--- src/rtl/alu_seq.sv ---
// ---------------------------------------------------------------------------
// alu_seq: command-driven sequencer for a 4-bit combinational ALU.
//
// Takes register-level commands over a valid/ready channel, reads operands
// from an internal register file and presents them to an external ALU. It then
// captures the ALU result, writes it back, and returns it on a valid/ready
// response channel.
//
// Ports:
//   clk, rst_n        clock (rising edge), asynchronous active-low reset
//   cmd_valid/ready   command handshake
//   cmd_op            0 ADD,1 SUB,2 AND,3 OR,4 XOR,5 SLT,6 LOADI,7 illegal
//   cmd_rd/rs1/rs2    destination / source register addresses
//   cmd_imm           immediate for LOADI
//   alu_a/b/sel       operands and select driven to the ALU (held between ops)
//   alu_result        combinational ALU result
//   alu_req           high for the single ISSUE cycle; qualifies alu_a/b/sel
//   rsp_valid/ready   response handshake
//   rsp_data          value written to rd (0 for an illegal opcode)
//   rsp_err           illegal opcode flag
//   rsp_zero          (ALU_SEQ_FLAGS_EN only) rsp_data==0 and rsp_err==0
//
// Optional feature macro: ALU_SEQ_FLAGS_EN adds the rsp_zero output.
// ---------------------------------------------------------------------------
module alu_seq #(
  parameter int DW = 4,
  parameter int AW = 2
) (
  input  logic          clk,
  input  logic          rst_n,
  input  logic          cmd_valid,
  output logic          cmd_ready,
  input  logic [2:0]    cmd_op,
  input  logic [AW-1:0] cmd_rd,
  input  logic [AW-1:0] cmd_rs1,
  input  logic [AW-1:0] cmd_rs2,
  input  logic [DW-1:0] cmd_imm,
  output logic [DW-1:0] alu_a,
  output logic [DW-1:0] alu_b,
  output logic [2:0]    alu_sel,
  input  logic [DW-1:0] alu_result,
  output logic          alu_req,
  output logic          rsp_valid,
  input  logic          rsp_ready,
  output logic [DW-1:0] rsp_data,
  output logic          rsp_err
`ifdef ALU_SEQ_FLAGS_EN
  ,
  output logic          rsp_zero
`endif
);

  localparam int NREG = 2 ** AW;

  localparam logic [2:0] OP_SLT   = 3'd5;
  localparam logic [2:0] OP_LOADI = 3'd6;

  typedef enum logic [1:0] {
    ST_IDLE  = 2'd0,
    ST_ISSUE = 2'd1,
    ST_RESP  = 2'd2
  } state_t;

  state_t state_r, state_nxt_s;

  logic [DW-1:0] rf_r [NREG];

  logic [DW-1:0] alu_a_r, alu_a_nxt_s;
  logic [DW-1:0] alu_b_r, alu_b_nxt_s;
  logic [2:0]    alu_sel_r, alu_sel_nxt_s;
  logic [AW-1:0] rd_r, rd_nxt_s;
  logic [DW-1:0] rsp_data_r, rsp_data_nxt_s;
  logic          rsp_err_r, rsp_err_nxt_s;
  logic          cmd_ready_r, rsp_valid_r, alu_req_r;

  logic          wr_en_s;
  logic [AW-1:0] wr_addr_s;
  logic [DW-1:0] wr_data_s;

  logic accept_s;
  logic is_alu_op_s;

  // cmd_ready_r is high exactly in IDLE, so it doubles as the state qualifier.
  assign accept_s    = cmd_valid & cmd_ready_r;
  assign is_alu_op_s = (cmd_op <= OP_SLT);

  // State register.
  always_ff @(posedge clk or negedge rst_n) begin
    if (!rst_n) begin
      state_r <= ST_IDLE;
    end else begin
      state_r <= state_nxt_s;
    end
  end

  // Next-state logic.
  always_comb begin
    state_nxt_s = state_r;
    case (state_r)
      ST_IDLE: begin
        if (accept_s) begin
          if (is_alu_op_s) begin
            state_nxt_s = ST_ISSUE;
          end else begin
            state_nxt_s = ST_RESP;
          end
        end else begin
          state_nxt_s = ST_IDLE;
        end
      end
      ST_ISSUE: state_nxt_s = ST_RESP;
      ST_RESP: begin
        if (rsp_ready) begin
          state_nxt_s = ST_IDLE;
        end else begin
          state_nxt_s = ST_RESP;
        end
      end
      default: state_nxt_s = ST_IDLE;
    endcase
  end

  // Output/datapath next values: operand latch, write-back and response data.
  always_comb begin
    alu_a_nxt_s    = alu_a_r;
    alu_b_nxt_s    = alu_b_r;
    alu_sel_nxt_s  = alu_sel_r;
    rd_nxt_s       = rd_r;
    rsp_data_nxt_s = rsp_data_r;
    rsp_err_nxt_s  = rsp_err_r;
    wr_en_s        = 1'b0;
    wr_addr_s      = rd_r;
    wr_data_s      = alu_result;
    case (state_r)
      ST_IDLE: begin
        if (accept_s) begin
          if (is_alu_op_s) begin
            // Operands are read before any write-back of this command.
            alu_a_nxt_s   = rf_r[cmd_rs1];
            alu_b_nxt_s   = rf_r[cmd_rs2];
            alu_sel_nxt_s = cmd_op;
            rd_nxt_s      = cmd_rd;
          end else if (cmd_op == OP_LOADI) begin
            wr_en_s        = 1'b1;
            wr_addr_s      = cmd_rd;
            wr_data_s      = cmd_imm;
            rsp_data_nxt_s = cmd_imm;
            rsp_err_nxt_s  = 1'b0;
          end else begin
            rsp_data_nxt_s = {DW{1'b0}};
            rsp_err_nxt_s  = 1'b1;
          end
        end else begin
          rd_nxt_s = rd_r;
        end
      end
      ST_ISSUE: begin
        wr_en_s        = 1'b1;
        wr_addr_s      = rd_r;
        wr_data_s      = alu_result;
        rsp_data_nxt_s = alu_result;
        rsp_err_nxt_s  = 1'b0;
      end
      ST_RESP: rsp_data_nxt_s = rsp_data_r;
      default: rsp_data_nxt_s = rsp_data_r;
    endcase
  end

  // Registered outputs; handshake flags are decoded from the next state.
  always_ff @(posedge clk or negedge rst_n) begin
    if (!rst_n) begin
      alu_a_r     <= {DW{1'b0}};
      alu_b_r     <= {DW{1'b0}};
      alu_sel_r   <= 3'd0;
      rd_r        <= {AW{1'b0}};
      rsp_data_r  <= {DW{1'b0}};
      rsp_err_r   <= 1'b0;
      cmd_ready_r <= 1'b1;
      rsp_valid_r <= 1'b0;
      alu_req_r   <= 1'b0;
    end else begin
      alu_a_r     <= alu_a_nxt_s;
      alu_b_r     <= alu_b_nxt_s;
      alu_sel_r   <= alu_sel_nxt_s;
      rd_r        <= rd_nxt_s;
      rsp_data_r  <= rsp_data_nxt_s;
      rsp_err_r   <= rsp_err_nxt_s;
      cmd_ready_r <= (state_nxt_s == ST_IDLE);
      rsp_valid_r <= (state_nxt_s == ST_RESP);
      alu_req_r   <= (state_nxt_s == ST_ISSUE);
    end
  end

  // Register file with write-back port.
  always_ff @(posedge clk or negedge rst_n) begin
    if (!rst_n) begin
      for (int i = 0; i < NREG; i++) begin
        rf_r[i] <= {DW{1'b0}};
      end
    end else if (wr_en_s) begin
      rf_r[wr_addr_s] <= wr_data_s;
    end else begin
      rf_r[wr_addr_s] <= rf_r[wr_addr_s];
    end
  end

`ifdef ALU_SEQ_FLAGS_EN
  logic rsp_zero_r;

  // Zero flag tracks rsp_data/rsp_err, so it is held exactly as they are.
  always_ff @(posedge clk or negedge rst_n) begin
    if (!rst_n) begin
      rsp_zero_r <= 1'b0;
    end else begin
      rsp_zero_r <= (rsp_data_nxt_s == {DW{1'b0}}) && !rsp_err_nxt_s;
    end
  end

  assign rsp_zero = rsp_zero_r;
`endif

  assign cmd_ready = cmd_ready_r;
  assign rsp_valid = rsp_valid_r;
  assign alu_req   = alu_req_r;
  assign alu_a     = alu_a_r;
  assign alu_b     = alu_b_r;
  assign alu_sel   = alu_sel_r;
  assign rsp_data  = rsp_data_r;
  assign rsp_err   = rsp_err_r;

endmodule

--- config.mk ---
export PLATFORM = sky130hd
export DESIGN_NAME = alu_seq
export DESIGN_NICKNAME = d
export VERILOG_FILES = /design/src/rtl/alu_seq.sv
export SDC_FILE = /design/constraint.sdc
export NUM_CORES = 1
export LEC_CHECK = 0
export BUFFER_PORTS_ARGS = -buffer_cell sky130_fd_sc_hd__buf_2
export CAP_MARGIN = 25
export CORE_MARGIN = 8
export CORE_UTILIZATION = 54
export CTS_CLUSTER_DIAMETER = 100
export CTS_CLUSTER_SIZE = 40
export DETAILED_ROUTE_END_ITERATION = 7
export MAX_ROUTING_LAYER = met4
export PLACE_DENSITY = 0.79
export SKIP_CTS_REPAIR_TIMING = 1
export SYNTH_ARGS = -nofsm -noshare
export SYNTH_HDL_FRONTEND = slang
export SYNTH_SLANG_ARGS = --single-unit
--- constraint.sdc ---
create_clock -name clk -period 2.1 [get_ports clk]
set_clock_uncertainty 0.1 [all_clocks]
set_input_delay 0.42 -clock clk [delete_from_list [all_inputs] [get_ports clk]]
set_output_delay 0.42 -clock clk [all_outputs]
set_load 0.005 [all_outputs]
==> flow_summary.toml <==
[floorplan]
die-width_um = 76.39
io_pins = 40
start_util = 0.5503
coreArea_um2 = 3578
row_count = 22
die-area_um2 = 5835
die_y_um = 76.39

[place]
dp_hpwl_um = 3467
gpl.final_weighted_congestion = 0.8698
io_buffers = 39

[worst_setup_path]
r2r_setup_slack_ns = 0.21
crit_path_start_kind = "flop"
worst_setup_path_end_kind = "flop"
critPathMaxFanout = 11
arrival_ns = 2.03
required_ns = 2.24
path_class = "flop to flop"
crit_slowest_cell = "dfrtp_1"
cp_cell_sequence = "nand4bb_1 > buf_4 > o32ai_1 > a21oi_1 > mux2_2"
slowest_delay_ns = 0.47

[clocking]
clockRootBuffer = "clkbuf_4"
cts_num_sinks = 39
clk_latency_ns = 0.34
cts_buffer_depth = 2
numCtsBuffers = 5
htreeDepth = 2
cts_tree = "done"
clk_pin_slew_worst_paths_ns = 0.11

[power]
p_leak_nw = 1.128
p_sw_frac = 0.3606
pwr-share-comb = 0.415
p_sw_mw = 1.217
power_mw = 3.374
max-vdd-ir-drop_uv = 665.3
clockPowerShare = 0.155
p_int_mw = 2.157
pwr-share-seq = 0.429
power.density_nw_per_um2 = 1446

[detailed_routing]
drc = 0
via_per_inst = 5.824
vias = 1590
first_iter_violations = 114
drt-pass1-iter-count = 4
postRouteWirelength_um = 4566
final_antenna_net_count = 0
wl_per_cell_um = 16.73

[sta]
tns_ns = 0
fmax_ghz = 0.5279
worst_slew_pin_slew_ns = 0.6399
rsz0062_at_grt = "no"
finalSetupViolCount = 0
hold_viol = 0
period_share = 0.9021
slew_headroom = 0.5734
period_needed_ns = 1.894
drv_slew = 0

[global_routing]
grt.met2_usage = 0.2502
track_usage = 0.1627
grt_max_degree = 25
grt_pass1_vias = 1554
antenna_found_initial = 0
use_met1 = 0.1974
grt_util_met3 = 0.04953
grt_overflow = 0
grt_pass1_wl_um = 7548
top_usage_layer = "met2"

[synth]
synth.largest_area_cell = "dfrtp_1"
ys_seq_area_frac = 0.4962
postSynthCellCount = 178
synth_seq_cells = 39
ys_top_cells_by_count = "dfrtp_1, nand2_1, nor2_1"
synth_cell_type_count = 37
async_flop_share = 1.000
yosysMostFrequentCell = "dfrtp_1"
syn-num-nets = 199
syn_avg_cell_area_um2 = 11.06
synth.top_cell.area_share = 0.4828
synthTopCellsByArea = "dfrtp_1, mux4_2, nand2_1"
synthFlopType = "dfrtp_1"
synth_edf_count = 0
yosysWarningCount = 0
syn_area_um2 = 1969

[outcome]
status = "completed"

[finish]
multiInputGateArea_um2 = 943.4
area_growth_pct = 18.42
final_net_count = 245
ff_latch_area_um2 = 977.2
antennaDiodeCount = 0
n_fill_cell = 296
drive_gt1_frac = 0.3333

[hold_path]
hold_path.class = "input port to flop"

[flow_run]
drv_cap = 0
## state kept, by name (all words and copies together), names as in the netlist
| register | count |
|---|---|
| rf_r | 16 |
| alu_a | 4 |
| alu_b | 4 |
| rsp_data | 4 |
| alu_sel | 3 |
| rd_r | 2 |
| state_r | 2 |
| alu_req | 1 |
| cmd_ready | 1 |
| rsp_err | 1 |
| rsp_valid | 1 |
## critical path: cells and delay by family, from the launching register on
family,cells,cell delay (ns)
compound gates,2,0.54
flops,1,0.47
mux,1,0.28
simple gates,1,0.21
buf+inv,1,0.18
## layer usage
layer	part of all wire	vias to the layer above
met3	0.058	11
li1	-	756
met4	0.025	0
met2	0.49	51
met1	0.43	772
met5	0	-
## cells in the final DEF, fill, tap and decap left out, types with 2 or more instances in the layout
cell type / synthesis / final
buf_2: 3 / 39
dfrtp_1: 38 / 38
nand2_1: 37 / 37
nor2_1: 10 / 10
o21ai_0: 8 / 8
a2bb2oi_1: 8 / 8
mux4_2: 8 / 8
inv_1: 6 / 6
a21oi_1: 6 / 6
mux2_2: 6 / 6
clkbuf_4: 0 / 5
buf_4: 0 / 5
mux2i_1: 4 / 4
o31ai_1: 4 / 4
nand2b_1: 3 / 3
o32ai_1: 3 / 3
nor3_1: 3 / 3
mux2_4: 3 / 3
a21o_1: 2 / 2
a31o_2: 2 / 2
o22ai_1: 2 / 2
o32a_1: 2 / 2
a22o_1: 2 / 2
a222oi_1: 2 / 2
## final cells by class
cell class | count | share of cell area
flip-flops and latches | 39 | 0.4190
multi-input cells | 127 | 0.4045
repair buffers | 45 | 0.1041
well taps | 48 | 0.02575
clock buffers | 6 | 0.02200
clock inverters | 2 | 0.01502
inverters | 6 | 0.009657
## per-stage QoR
step                cell area, µm²  worst slack, ns  std cells    util  hold WS [ns]
floorplan                     1969           0.3556        178       -       0.02441
global placement              2236           0.1785        264  0.6248        0.3180
detailed placement            2236           0.1356        264  0.6248        0.3195
CTS                           2322           0.2175        272  0.6490      -0.06742
global route                  2332           0.1118        273  0.6517        0.1661
finish                        2332           0.2056        273  0.6517        0.1614
## worst paths after layout
check / start / end / depth (start not counted)
worst min-delay path: rsp_ready / rsp_valid$_DFF_PN0_ / 2
min in group asynchronous: rst_n / rsp_data[2]$_DFFE_PN0P_ / 2
worst min register to register: alu_b[0]$_DFFE_PN0P_ / alu_b[0]$_DFFE_PN0P_ / 2
worst max register to register: state_r[1]$_DFF_PN0_ / rf_r[11]$_DFFE_PN0P_ / 5
worst max-delay path: state_r[1]$_DFF_PN0_ / rf_r[11]$_DFFE_PN0P_ / 5
max in group asynchronous: rst_n / cmd_ready$_DFF_PN1_ / 3
## power by group through the flow
stage	clock, mW	combinational (mW)	sequential, mW
after global placement	0	1.37	1.44
after CTS	0.538	1.41	1.44
after floorplan	0	1.01	1.36
after global routing	0.572	1.55	1.50
final	0.524	1.40	1.45
after detailed placement	0	1.40	1.45
## cells by family (layout without fill, tap and decap cells)
| family | Yosys count | after routing | share of synthesized area |
|---|---|---|---|
| AOI/OAI and AO/OA | 45 | 45 | 0.1671 |
| buffers and inverters | 12 | 59 | 0.02477 |
| DFF | 39 | 39 | 0.4962 |
| muxes | 21 | 21 | 0.1690 |
| and+or+nand+nor | 61 | 61 | 0.1430 |
No activity file was read; power rests on OpenSTA's default activity.
